### config.mk
export PLATFORM = sky130hd
export DESIGN_NAME = fetch_ctrl
export DESIGN_NICKNAME = d
export VERILOG_FILES = /design/src/rtl/fetch_ctrl.sv
export SDC_FILE = /design/constraint.sdc
export NUM_CORES = 1
export LEC_CHECK = 0
export BUFFER_PORTS_ARGS = -buffer_cell sky130_fd_sc_hd__buf_2
export CAP_MARGIN = 15
export CORE_MARGIN = 1
export CORE_UTILIZATION = 41
export DETAILED_ROUTE_END_ITERATION = 10
export SYNTH_ARGS = -nofsm -noshare
export SYNTH_HDL_FRONTEND = slang
export SYNTH_SLANG_ARGS = --single-unit
### constraint.sdc
create_clock -name clk -period 6 [get_ports clk]
set_clock_uncertainty 0.2 [all_clocks]
set_input_delay 1.2 -clock clk [delete_from_list [all_inputs] [get_ports clk]]
set_output_delay 1.2 -clock clk [all_outputs]
set_load 0.01 [all_outputs]
### src/rtl/fetch_ctrl.sv
// ---------------------------------------------------------------------------
// fetch_ctrl
//
// Fetch-stage sequencing controller for the 5-stage pipeline. Every cycle it
// decides whether the PC advances and from which source (PC+4, PC-relative
// branch target, or BR register target). It also decides whether IF/ID holds,
// loads the fetched opcode or loads a NOP, and whether ID/EX takes a bubble.
//
// Ports
//   clk            in   system clock, all state changes on the rising edge
//   reset          in   synchronous active-high reset
//   loadUseHazard  in   ID needs a load result that is still in EX
//   BrTaken        in   ID resolved a taken PC-relative branch
//   BRBranch       in   ID resolved a BR (register) branch
//   halt           in   level request to stop fetching
//   resume         in   request to leave HALTED (honoured only with halt low)
//   pcWrite        out  PC register write enable
//   pcSel          out  next-PC select: 00 PC+4, 01 IncrBr, 10 Db
//   ifidWrite      out  IF/ID load enable
//   ifidFlush      out  IF/ID loads an all-zero NOP instead of the opcode
//   idexBubble     out  ID/EX captures zeroed control this edge
//   fsmState       out  00 HOLD, 01 RUN, 10 HALTED (registered)
//   stallCount     out  saturating count of load-use stall cycles
//   flushCount     out  saturating count of taken-branch flushes
//
// Halt/resume handshake: halt is a level. In RUN with no stall or branch
// being served, halt=1 moves to HALTED on the next edge while the current
// fetch is discarded (IF/ID flushed, PC held) so that it is refetched later.
// HALTED is left on the edge after a cycle with resume=1 and halt=0; the
// resume cycle itself still drives HALTED outputs.
//
// All control outputs are Mealy: combinational from state and inputs.
// ---------------------------------------------------------------------------
module fetch_ctrl #(
    parameter int RESET_HOLD_CYCLES = 2
) (
    input  logic        clk,
    input  logic        reset,
    input  logic        loadUseHazard,
    input  logic        BrTaken,
    input  logic        BRBranch,
    input  logic        halt,
    input  logic        resume,
    output logic        pcWrite,
    output logic [1:0]  pcSel,
    output logic        ifidWrite,
    output logic        ifidFlush,
    output logic        idexBubble,
    output logic [1:0]  fsmState,
    output logic [31:0] stallCount,
    output logic [31:0] flushCount
);

    typedef enum logic [1:0] {
        ST_HOLD   = 2'b00,
        ST_RUN    = 2'b01,
        ST_HALTED = 2'b10
    } state_e;

    localparam logic [1:0] SEL_PC4  = 2'b00;
    localparam logic [1:0] SEL_INCR = 2'b01;
    localparam logic [1:0] SEL_DB   = 2'b10;

    // Last holdCnt value spent in HOLD before moving to RUN.
    localparam logic [7:0] HOLD_LAST = 8'(RESET_HOLD_CYCLES - 1);

    state_e      state_q, state_d;
    logic [7:0]  hold_cnt_q, hold_cnt_d;
    logic [31:0] stall_cnt_q, stall_cnt_d;
    logic [31:0] flush_cnt_q, flush_cnt_d;

    // Event strobes produced by the RUN decode, consumed by the counters.
    logic stall_evt;
    logic flush_evt;

    // -----------------------------------------------------------------------
    // State register
    // -----------------------------------------------------------------------
    always_ff @(posedge clk) begin
        if (reset) begin
            state_q     <= ST_HOLD;
            hold_cnt_q  <= 8'd0;
            stall_cnt_q <= 32'd0;
            flush_cnt_q <= 32'd0;
        end else begin
            state_q     <= state_d;
            hold_cnt_q  <= hold_cnt_d;
            stall_cnt_q <= stall_cnt_d;
            flush_cnt_q <= flush_cnt_d;
        end
    end

    // -----------------------------------------------------------------------
    // Next-state and Mealy outputs
    // -----------------------------------------------------------------------
    always_comb begin
        // Defaults: normal sequential fetch, stay in current state.
        state_d    = state_q;
        hold_cnt_d = hold_cnt_q;
        pcWrite    = 1'b1;
        pcSel      = SEL_PC4;
        ifidWrite  = 1'b1;
        ifidFlush  = 1'b0;
        idexBubble = 1'b0;
        stall_evt  = 1'b0;
        flush_evt  = 1'b0;

        unique case (state_q)
            ST_HOLD: begin
                pcWrite    = 1'b0;
                ifidFlush  = 1'b1;
                idexBubble = 1'b1;
                hold_cnt_d = hold_cnt_q + 8'd1;
                if (hold_cnt_q == HOLD_LAST) begin
                    state_d = ST_RUN;
                end
            end

            ST_RUN: begin
                if (loadUseHazard) begin
                    // Branch operands are stale while the load is pending,
                    // so branches are deferred until the hazard clears.
                    pcWrite    = 1'b0;
                    ifidWrite  = 1'b0;
                    idexBubble = 1'b1;
                    stall_evt  = 1'b1;
                end else if (BRBranch) begin
                    pcSel     = SEL_DB;
                    ifidFlush = 1'b1;
                    flush_evt = 1'b1;
                end else if (BrTaken) begin
                    pcSel     = SEL_INCR;
                    ifidFlush = 1'b1;
                    flush_evt = 1'b1;
                end else if (halt) begin
                    // PC is held so the discarded fetch is redone on resume.
                    pcWrite   = 1'b0;
                    ifidFlush = 1'b1;
                    state_d   = ST_HALTED;
                end
            end

            ST_HALTED: begin
                pcWrite   = 1'b0;
                ifidFlush = 1'b1;
                if (resume && !halt) begin
                    state_d = ST_RUN;
                end
            end

            default: begin
                // Unreachable encoding: behave like HOLD and recover.
                pcWrite    = 1'b0;
                ifidFlush  = 1'b1;
                idexBubble = 1'b1;
                state_d    = ST_HOLD;
                hold_cnt_d = 8'd0;
            end
        endcase

        // Reset overrides whatever the current state would drive.
        if (reset) begin
            pcWrite    = 1'b0;
            pcSel      = SEL_PC4;
            ifidWrite  = 1'b1;
            ifidFlush  = 1'b1;
            idexBubble = 1'b1;
        end
    end

    // -----------------------------------------------------------------------
    // Saturating event counters
    // -----------------------------------------------------------------------
    always_comb begin
        stall_cnt_d = stall_cnt_q;
        flush_cnt_d = flush_cnt_q;
        if (stall_evt && (stall_cnt_q != 32'hFFFF_FFFF)) begin
            stall_cnt_d = stall_cnt_q + 32'd1;
        end
        if (flush_evt && (flush_cnt_q != 32'hFFFF_FFFF)) begin
            flush_cnt_d = flush_cnt_q + 32'd1;
        end
    end

    assign fsmState   = state_q;
    assign stallCount = stall_cnt_q;
    assign flushCount = flush_cnt_q;

endmodule

# After elaboration in Yosys (flattened, before gate mapping)
# Cells that the tools add are included.
classes:
  n_addsub: 3
  n_mul: 0
  div: 0
  order_cmp: 0
  n_eq_ne: 11
  shifts: 0
  mux: 36
  n_bitwise: 0
  n_reduce_logical: 7
ops:
  columns: ["cell", "n"]
  rows:
  - ["adder 32 x 1 -> 32 bit, second input constant", 2]
  - ["inequality test 32 bit, second input constant", 2]
  - ["two-way mux 1 bit", 23]
  - ["two-way mux 2 bit", 10]
  - ["case mux 8 bit (2 select lines)", 1]
  - ["inequality test 2 bit, second input constant", 6]
  - ["adder 8 x 1 -> 8 bit, second input constant", 1]
  - ["== test 8 x 1 -> 1 bit, second input constant", 1]
  - ["case mux 2 bit (3 select lines)", 1]
  - ["AND reduction 6 bit", 1]
  - ["logical AND 1 bit", 3]
  - ["== test 2 x 1 -> 1 bit, second input constant", 1]
  - ["== test 2 bit, second input constant", 1]
  - ["logical NOT 2 bit", 1]
  - ["case mux 1 bit (2 select lines)", 1]
  - ["OR reduction 2 bit", 1]
  - ["logical NOT 1 bit", 1]
totals:
  regBits: 74
  latchBits: 0
  mem_bits_rw: 0
  romBits: 0
  input_bits: 7
  wordCells: 61
  memories: 0

# Longest topological paths before layout
# Gate-level depths: netlist (run 1).
logic_depth:
  word_depth: 6
  mapped_depth: 8

# Worst setup path before layout (run 1)
# No wires, ideal clock.
synth_path:
  path_kind: "input to output"
  start: "input port BRBranch"
  end: "output port ifidFlush"
  t_arrival_ps: 1840
  required_time_ps: 4600
  path_slack_ps: 2760
  stages: 4
  cell_sequence: "or2_2 -> clkbuf_1 -> nor2_1 -> o21ai_0"
synth_between:
  elab_chain_len: 4
synth_lines:
  columns: ["item", "line_no", "text"]
  rows:
  - ["start, declared", "41", "input logic BRBranch,"]
  - ["two-way mux 1 bit", "127", "end else if (BRBranch) begin"]
  - ["two-way mux 1 bit", "120", "if (loadUseHazard) begin"]
  - ["two-way mux 1 bit", "108", "unique case (state_q)"]
  - ["two-way mux 1 bit", "162", "if (reset) begin"]
  - ["end, declared", "47", "output logic ifidFlush,"]
# No other way between the ends.

# Worst setup path after layout (run 1)
# Same ends and word-level chain as after synthesis.

==> flow_metrics.py, run 1 <==
metrics = {
    "run_status": {
        "status": "complete, no violations",
    },
    "global_route": {
        "grt_pass1_wl_um": 16100,
        "grt_pass1_vias": 3279,
        "antenna_found_initial": 0,
        "grt_usage_pct": 20.2,
        "grt.overflow.total": 0,
        "grt_max_degree": 74,
    },
    "sta": {
        "finalHoldViolCount": 0,
        "fin_tns_setup_ns": 0,
        "setup_viol": 0,
        "drv_slew": 0,
        "fin_crit_sh_pct": 56.9,
        "relSlewSlack_pct": 48.9,
        "worst_pin_slew_ns": 0.766,
        "rsz0062_at_grt": "false",
        "clock.fmax_ghz": 0.293,
        "min_period_ns": 3.41,
    },
    "clocking": {
        "cts_sinks": 74,
        "hold_buffers": 0,
        "post_cts.repair.setup_buffers": 0,
        "cts_buffer_depth": 2,
        "cts_buffers": 9,
        "insertion_delay_ns": 0.36,
        "cts_tree": "done",
        "cts-root-buf": "clkbuf_8",
        "clk_pin_slew_worst_paths_ns": 0.07,
        "h-tree-depth": 3,
        "post_cts_resized": 0,
    },
    "logic_synthesis": {
        "synth-edff-count": 0,
        "async_flop_share_pct": 0,
        "yosysTopAreaCell": "dfxtp_1",
        "yosys.cell_types.count": 52,
        "yosysWarnings": 0,
        "synth_common_cells": "dfxtp_1, nor2_1, a21oi_1, nand2_1, nand3_1",
        "yosys.area.top_type_share_pct": 38.0,
        "postSynthAreaPerCell_um2": 8.28,
        "synthCells": 471,
        "synth_nets": 485,
        "synthesis.area_mm2": 0.00390,
        "synth-seq-cells": 74,
        "synth_flop_cell": "dfxtp_1",
        "yosysSeqAreaShare_pct": 38.0,
        "yosysMostFrequentCell": "dfxtp_1",
        "synth.top_cells.by_area": "dfxtp_1, a21oi_1, nor2_1",
    },
    "floorplan": {
        "core-area_mm2": 0.00924,
        "ios": 79,
        "start_util_pct": 42.2,
        "chipWidth_um": 99.5,
        "placementRows": 35,
        "die_area_mm2": 0.00991,
        "die_y_um": 99.5,
    },
    "detailed_routing": {
        "route.detailed.drc": 0,
        "route.met2.wl_um": 4390,
        "met1_length_um": 4710,
        "drt-initial-drc-count": 174,
        "finalWirelength_um": 9810,
        "dr.pass1.iters": 5,
        "wl_met3_um": 562,
        "postRouteAntennaNets": 0,
        "dr_total_vias": 3812,
        "post_drt_wl_per_cell_um": 14.5,
        "vias_per_cell": 5.64,
        "highest-signal-layer": "met4",
    },
    "layout": {
        "area_delta_synth_final_pct": 17.6,
        "fin_cells": 676,
        "nFillCells": 921,
        "multiInputGateArea_mm2": 0.00231,
        "n_antenna_cell": 0,
        "drive_above_1_share_pct": 22.3,
        "seqCellArea_mm2": 0.00148,
        "final_nets": 557,
    },
    "power_and_ir_drop": {
        "p_per_area_mw_per_mm2": 229,
        "p_leak_nw": 1.70,
        "ir_worst_vdd_v": 0.000133,
    },
    "worst_setup_path": {
        "path_buf_inv": 2,
        "timing.critical_path.arrival_ns": 2.01,
        "worst_path_most_repeated_cell": "buf_2",
        "crit_type": "primary input to output port",
        "worst_setup_path_start_kind": "primary input",
        "critPathMaxFanout": 7,
        "worstSetupEndpointType": "output port",
        "worstPathRequired_ns": 4.60,
        "cp_slowest_cell": "or2_2",
        "slowest_delay_ns": 0.38,
        "cp_top_family": "simple AND/OR/NAND/NOR gates",
        "cp_cell_sequence": "buf_2, or2_2, nor2_1, o21ai_0, buf_2",
    },
    "placement": {
        "place_congestion": 0.838,
        "io_buffers": 78,
        "dp.cells": 661,
        "dp_hpwl_um": 6900,
    },
    "hold_path": {
        "hold_path.class": "register to register",
    },
    "flow_run": {
        "max_cap_violations": 0,
    },
}
[where the power goes]
group / internal, W / leakage (nW) / switching (W)
clock network: 0.000200 / 0.0941 / 0.000193
logic: 0.0000550 / 1.01 / 0.0000877
registers: 0.000504 / 0.597 / 0.0000141
total: 0.000759 / 1.70 / 0.000294
[placed cells by master, fill, tap and decap left out, types with 18 or more instances in the layout]
cell type	instances
or4_1	18
nor2_1	44
nand2_1	33
a21oi_1	42
nand4_1	18
or3_1	18
buf_2	78
o21ai_0	20
nand3_1	26
dfxtp_1	74
[worst register-to-register path, stage by stage (launching register included)]
cell	delay (ns)
dfxtp_1	0.35
inv_1	0.09
ha_1	0.29
and2_1	0.29
nand4_2	0.25
or4_1	0.72
or4_1	0.55
a21oi_1	0.16
[routing by layer]
metal,global-route usage [%],up-vias
met3,4.43,13
met5,0,-
met2,30.0,111
met4,7.24,0
met1,28.8,1782
li1,-,1906
[flip-flops by register name, indices dropped and copies added (netlist names)]
signal and flops:
stallCount 32, flushCount 32, fsmState 2, hold_cnt_q 8
[worst paths after layout]
kind | startpoint | to | slack, ns | cells past startpoint
hold reg to reg | stallCount[27] | stallCount[27] | 0.29 | 2
setup reg to reg | fsmState[1] | stallCount[31] | 3.05 | 7
hold / removal | stallCount[27] | stallCount[27] | 0.29 | 2
setup / recovery | BRBranch | ifidFlush | 2.59 | 5
[kinds of logic after synthesis]
| group | after synthesis | share of synthesized area (%) |
|---|---|---|
| and+or+nand+nor | 228 | 33.3 |
| AOI/OAI and AO/OA | 102 | 16.0 |
| DFF | 74 | 38.0 |
| buffers and inverters | 29 | 2.89 |
| xor gates and xnor gates | 21 | 4.71 |
| muxes | 10 | 2.85 |
| adders and majority gates | 7 | 2.24 |
[cell type report]
type | instances | share of cell area, %
Clock buffer | 10 | 3.00
Sequential cell | 74 | 32.3
Timing Repair Buffer | 81 | 9.00
Inverter | 9 | 0.736
Multi-Input combinational cell | 368 | 50.3
Clock inverter | 5 | 1.20
Tap cell | 129 | 3.52
[metrics by stage]
stage / power (W) / instance area, µm² / setup WS, ns / util (%) / hold WS, ns
2_1_floorplan: 0.000630 / 3900 / 2.76 / - / 0.279
6_report: 0.00105 / 4590 / 2.59 / 49.7 / 0.294
5_1_grt: 0.00111 / 4590 / 2.51 / 49.7 / 0.328
3_3_place_gp: 0.000669 / 4400 / 2.52 / 47.6 / 0.269
4_1_cts: 0.00107 / 4590 / 2.59 / 49.7 / 0.291
3_5_place_dp: 0.000673 / 4400 / 2.45 / 47.6 / 0.278
No activity file was read; power rests on OpenSTA's default activity.
==> inputs of run 2 (changes only) <==
- clock period: 6 -> 3.5 ns (I/O delays scaled with it)
==> run 2 against run 1 <==
Clock-buffer cell count is the same. Largest power group unchanged. Flip-flop and latch count is the same. Combinational power grew 76%. Global-route usage grew 0.051 points. Largest cell class unchanged.
==> flow_metrics.py, run 2 (synthesis gave the netlist of run 1 again) <==
metrics = {
    "global_route": {
        "grt_usage_pct": 20.3,
        "grt_max_degree": 48,
        "grt.overflow.total": 0,
        "antenna_found_initial": 0,
        "grt_pass1_wl_um": 16200,
        "grt_pass1_vias": 3389,
    },
    "floorplan": {
        "chipWidth_um": 99.5,
        "placementRows": 35,
        "die_y_um": 99.5,
        "start_util_pct": 42.2,
        "core-area_mm2": 0.00924,
        "die_area_mm2": 0.00991,
        "ios": 79,
    },
    "worst_setup_path": {
        "reg2reg_slack_ns": 0.56,
        "worstSetupEndpointType": "register",
        "crit_type": "register to register",
        "worstPathRequired_ns": 3.58,
        "worst_setup_path_start_kind": "register",
        "critPathMaxFanout": 10,
        "timing.critical_path.arrival_ns": 3.02,
        "r2r_cells": 7,
        "r2r-end": "stallCount[31]",
        "worst_r2r_startpoint": "fsmState[1]",
    },
    "layout": {
        "nFillCells": 894,
        "n_antenna_cell": 0,
        "drive_above_1_share_pct": 22.7,
        "final_nets": 559,
        "area_delta_synth_final_pct": 19.5,
        "mostFrequentLayoutCells": "buf_2, dfxtp_1, nor2_1",
        "design_area_mm2": 0.00466,
        "layout_commonest_cell": "buf_2",
    },
    "sta": {
        "min_period_ns": 2.94,
        "finalHoldViolCount": 0,
        "fin_tns_setup_ns": 0,
        "relSlewSlack_pct": 49.1,
        "fin_ws_ns": 0.558,
        "drv_slew": 0,
        "setup_viol": 0,
        "fin_crit_sh_pct": 84.1,
        "rsz0062_at_grt": "false",
        "worst_pin_slew_ns": 0.757,
        "clock.fmax_ghz": 0.340,
    },
    "detailed_routing": {
        "vias_per_cell": 5.55,
        "post_drt_wl_per_cell_um": 14.3,
        "drt-initial-drc-count": 118,
        "finalWirelength_um": 9700,
        "postRouteAntennaNets": 0,
        "dr_total_vias": 3767,
        "met1_length_um": 4960,
        "wl_met3_um": 426,
        "dr.pass1.iters": 4,
        "route.detailed.drc": 0,
        "highest-signal-layer": "met4",
        "route.met2.wl_um": 4140,
    },
    "clocking": {
        "cts_sinks": 74,
        "cts-root-buf": "clkbuf_8",
        "cts_buffers": 9,
        "hold_buffers": 0,
        "cts_buffer_depth": 2,
        "clk_pin_slew_worst_paths_ns": 0.08,
        "post_cts.repair.setup_buffers": 0,
        "cts_tree": "done",
        "insertion_delay_ns": 0.35,
        "post_cts_resized": 0,
        "h-tree-depth": 3,
    },
    "power_and_ir_drop": {
        "p_leak_nw": 1.74,
        "p_per_area_mw_per_mm2": 424,
        "ir_worst_vdd_v": 0.000283,
    },
    "placement": {
        "place_area_mm2": 0.00441,
        "io_buffers": 78,
        "place_congestion": 0.860,
        "post-place-ws_ns": 0.447,
        "dp_hpwl_um": 6980,
    },
    "hold_path": {
        "hold_end": "stallCount[31]",
        "hold_depth": 2,
        "hold_path.class": "register to register",
        "worstHoldStart": "stallCount[31]",
    },
    "run_status": {
        "status": "complete, no violations",
    },
    "flow_run": {
        "max_cap_violations": 0,
    },
}
## run 2: cell types whose count changed in the layout (fill, tap and decap cells not counted)
cell / change
bufinv_16: +2
clkinvlp_4: -2
clkinv_2: -1
inv_6: +1
buf_4: +2
clkinv_4: +1
## run 2: layout make-up
type | instances | area [µm²] | share of cell area, %
repair buffers | 83 | 428 | 9.18
multi-input cells | 368 | 2310 | 49.5
well taps | 129 | 161 | 3.46
clock inverters | 6 | 113 | 2.42
clock buffers | 10 | 138 | 2.95
flip-flops and latches | 74 | 1480 | 31.8
inverters | 9 | 33.8 | 0.725
## run 2: power breakdown
part / switching, W / total (W) / internal, W
clock network: 0.000339 / 0.000835 / 0.000496
logic: 0.000154 / 0.000252 / 0.0000975
registers: 0.0000240 / 0.000888 / 0.000864
## run 2: worst max path at each step
stage | start | end | slack [ns] | depth (start not counted)
floorplan | loadUseHazard | stallCount[31] | 0.85 | 6
global placement | loadUseHazard | stallCount[31] | 0.51 | 6
detailed placement | loadUseHazard | stallCount[31] | 0.45 | 6
CTS | fsmState[1] | stallCount[31] | 0.55 | 7
global route | fsmState[1] | stallCount[31] | 0.34 | 7
finish | fsmState[1] | stallCount[31] | 0.56 | 7
## run 2: stage by stage
stage          util [%]  std cells  total power [W]  hold slack, ns
2_1_floorplan         -        471          0.00108           0.279
3_3_place_gp       47.7        663          0.00115           0.269
3_5_place_dp       47.7        663          0.00116           0.284
4_1_cts            50.5        679          0.00199           0.295
5_1_grt            50.5        679          0.00207           0.333
6_report           50.5        679          0.00197           0.291
## run 2: layer usage
layer,vias to the layer above,GRT usage (%)
met2,95,30.9
met3,15,4.15
li1,1901,-
met5,-,0
met1,1756,28.3
met4,0,7.24
## run 2: worst max-delay path: stages (launching register included)
cell	delay, ns
dfxtp_1	0.34
inv_1	0.08
ha_1	0.28
and2_1	0.30
nand4_2	0.25
or4_1	0.72
or4_1	0.55
a21oi_1	0.14
==> inputs of run 3 (changes only) <==
- clock period: 3.5 -> 2.85 ns (I/O delays scaled with it)
==> run 3 against run 2 <==
Maximum frequency grew 10%. Clock-buffer cell count is the same. Clock power grew 5.3%. Final cell count grew 1.3%. Largest cell class unchanged.
==> flow_metrics.py, run 3 (synthesis gave the netlist of run 1 again) <==
metrics = {
    "run_status": {
        "status": "complete, no violations",
    },
    "layout": {
        "layout_commonest_cell": "buf_2",
        "drive_above_1_share_pct": 23.8,
        "n_antenna_cell": 0,
        "area_delta_synth_final_pct": 20.7,
        "final_nets": 569,
        "fin_cells": 688,
        "mostFrequentLayoutCells": "buf_2, dfxtp_1, nor2_1",
        "nFillCells": 901,
        "design_area_mm2": 0.00471,
    },
    "worst_setup_path": {
        "worst_r2r_startpoint": "stallCount[0]",
        "critPathMaxFanout": 8,
        "timing.critical_path.arrival_ns": 2.75,
        "r2r-end": "stallCount[26]",
        "cp_cell_sequence": "ha_1, nand3_1, or4_1, or4_4, or3_1, a21oi_1",
        "slowest_delay_ns": 0.65,
        "reg2reg_slack_ns": 0.18,
        "r2r_cells": 6,
        "cp_top_family": "simple AND/OR/NAND/NOR gates",
        "cp_slowest_cell": "or4_1",
        "crit_type": "register to register",
        "worstSetupEndpointType": "register",
        "path_buf_inv": 0,
        "worstPathRequired_ns": 2.93,
        "worst_setup_path_start_kind": "register",
    },
    "floorplan": {
        "ios": 79,
        "placementRows": 35,
        "core-area_mm2": 0.00924,
        "die_y_um": 99.5,
        "chipWidth_um": 99.5,
        "start_util_pct": 42.2,
        "die_area_mm2": 0.00991,
    },
    "sta": {
        "finalHoldViolCount": 0,
        "fin_crit_sh_pct": 93.8,
        "clock.fmax_ghz": 0.374,
        "worst_pin_slew_ns": 0.657,
        "relSlewSlack_pct": 56.2,
        "setup_viol": 0,
        "drv_slew": 0,
        "fin_tns_setup_ns": 0,
        "rsz0062_at_grt": "false",
        "min_period_ns": 2.67,
    },
    "placement": {
        "dp_hpwl_um": 7120,
        "place_congestion": 0.809,
        "io_buffers": 78,
        "dp.cells": 673,
        "place_area_mm2": 0.00450,
    },
    "detailed_routing": {
        "dr_total_vias": 3821,
        "postRouteAntennaNets": 0,
        "vias_per_cell": 5.55,
        "drt-initial-drc-count": 147,
        "finalWirelength_um": 9880,
        "post_drt_wl_per_cell_um": 14.4,
        "dr.pass1.iters": 4,
        "route.detailed.drc": 0,
    },
    "global_route": {
        "grt.overflow.total": 0,
        "antenna_found_initial": 0,
        "grt_pass1_vias": 3471,
        "grt_max_degree": 63,
        "grt_pass1_wl_um": 16700,
        "grt_usage_pct": 20.9,
    },
    "power_and_ir_drop": {
        "p_clk_share_pct": 38.1,
        "p_leak_nw": 1.77,
        "p_switching_w": 0.000617,
        "p_int_w": 0.00169,
        "seqPwrFrac_pct": 47.3,
        "ir_worst_vdd_v": 0.000257,
        "swShare_pct": 26.8,
        "p_per_area_mw_per_mm2": 490,
        "combPwrFrac_pct": 14.6,
    },
    "hold_path": {
        "worstHoldStart": "flushCount[23]",
        "hold_depth": 2,
        "hold_end": "flushCount[23]",
        "hold_path.class": "register to register",
    },
    "clocking": {
        "cts_buffer_depth": 2,
        "h-tree-depth": 3,
        "post_cts.repair.setup_buffers": 0,
        "cts-root-buf": "clkbuf_8",
        "cts_tree": "done",
        "hold_buffers": 0,
        "clk_pin_slew_worst_paths_ns": 0.08,
        "cts_buffers": 9,
        "insertion_delay_ns": 0.35,
        "cts_sinks": 74,
        "post_cts_resized": 0,
    },
    "flow_run": {
        "max_cap_violations": 0,
    },
}
[run 3: cell count changes in the layout (fill, tap and decap cells not counted), sizes merged]
cell,before,now
buf,83,93
clkinv,2,1
clkinvlp,0,2
bufinv,3,2
inv,10,9
[run 3: final cells by class]
cell class,count,area (µm²),share of cell area [%]
clock buffers,10,128,2.71
flip-flops and latches,74,1480,31.5
repair buffers,93,515,11.0
inverters,9,33.8,0.718
well taps,129,161,3.43
multi-input cells,368,2310,49.0
clock inverters,5,80.1,1.70
[run 3: how the worst max path moves through the flow]
stage          cells past startpoint  slack [ns]        endpoint           from
2_1_floorplan                      8        0.22  stallCount[31]    fsmState[1]
3_3_place_gp                       6        0.21  stallCount[31]  loadUseHazard
3_5_place_dp                       6        0.17  stallCount[31]  loadUseHazard
4_1_cts                            6        0.18  stallCount[30]  stallCount[0]
5_1_grt                            6        0.05  stallCount[26]  stallCount[0]
6_report                           6        0.18  stallCount[26]  stallCount[0]
[run 3: worst register-to-register path, delay by kind of cell (launching register included)]
family          cells  cell delay, ns
flops               1            0.41
simple gates        4            1.59
fa+ha+maj           1            0.26
compound gates      1            0.14
[run 3: power groups by stage]
stage / clock network [W] / logic, W / registers, W
6_report: 0.000879 / 0.000337 / 0.00109
3_3_place_gp: 0 / 0.000329 / 0.00111
2_1_floorplan: 0 / 0.000211 / 0.00112
4_1_cts: 0.000907 / 0.000337 / 0.00109
3_5_place_dp: 0 / 0.000335 / 0.00112
5_1_grt: 0.000952 / 0.000381 / 0.00110
[run 3: per-stage QoR]
step                hold WS [ns]  total power (W)  utilization [%]  worst slack [ns]
global placement           0.278          0.00144             48.7             0.215
floorplan                  0.279          0.00133                -             0.215
global route               0.319          0.00243             50.9            0.0491
detailed placement         0.292          0.00145             48.7             0.167
finish                     0.302          0.00231             50.9             0.177
CTS                        0.302          0.00234             50.9             0.180
[run 3: routing by layer]
metal	track usage (%)	wire length, µm	up-vias
met3	4.43	494	10
li1	-	-	1927
met2	31.9	4440	99
met5	0	0	-
met4	7.81	129	0
met1	28.9	4820	1785
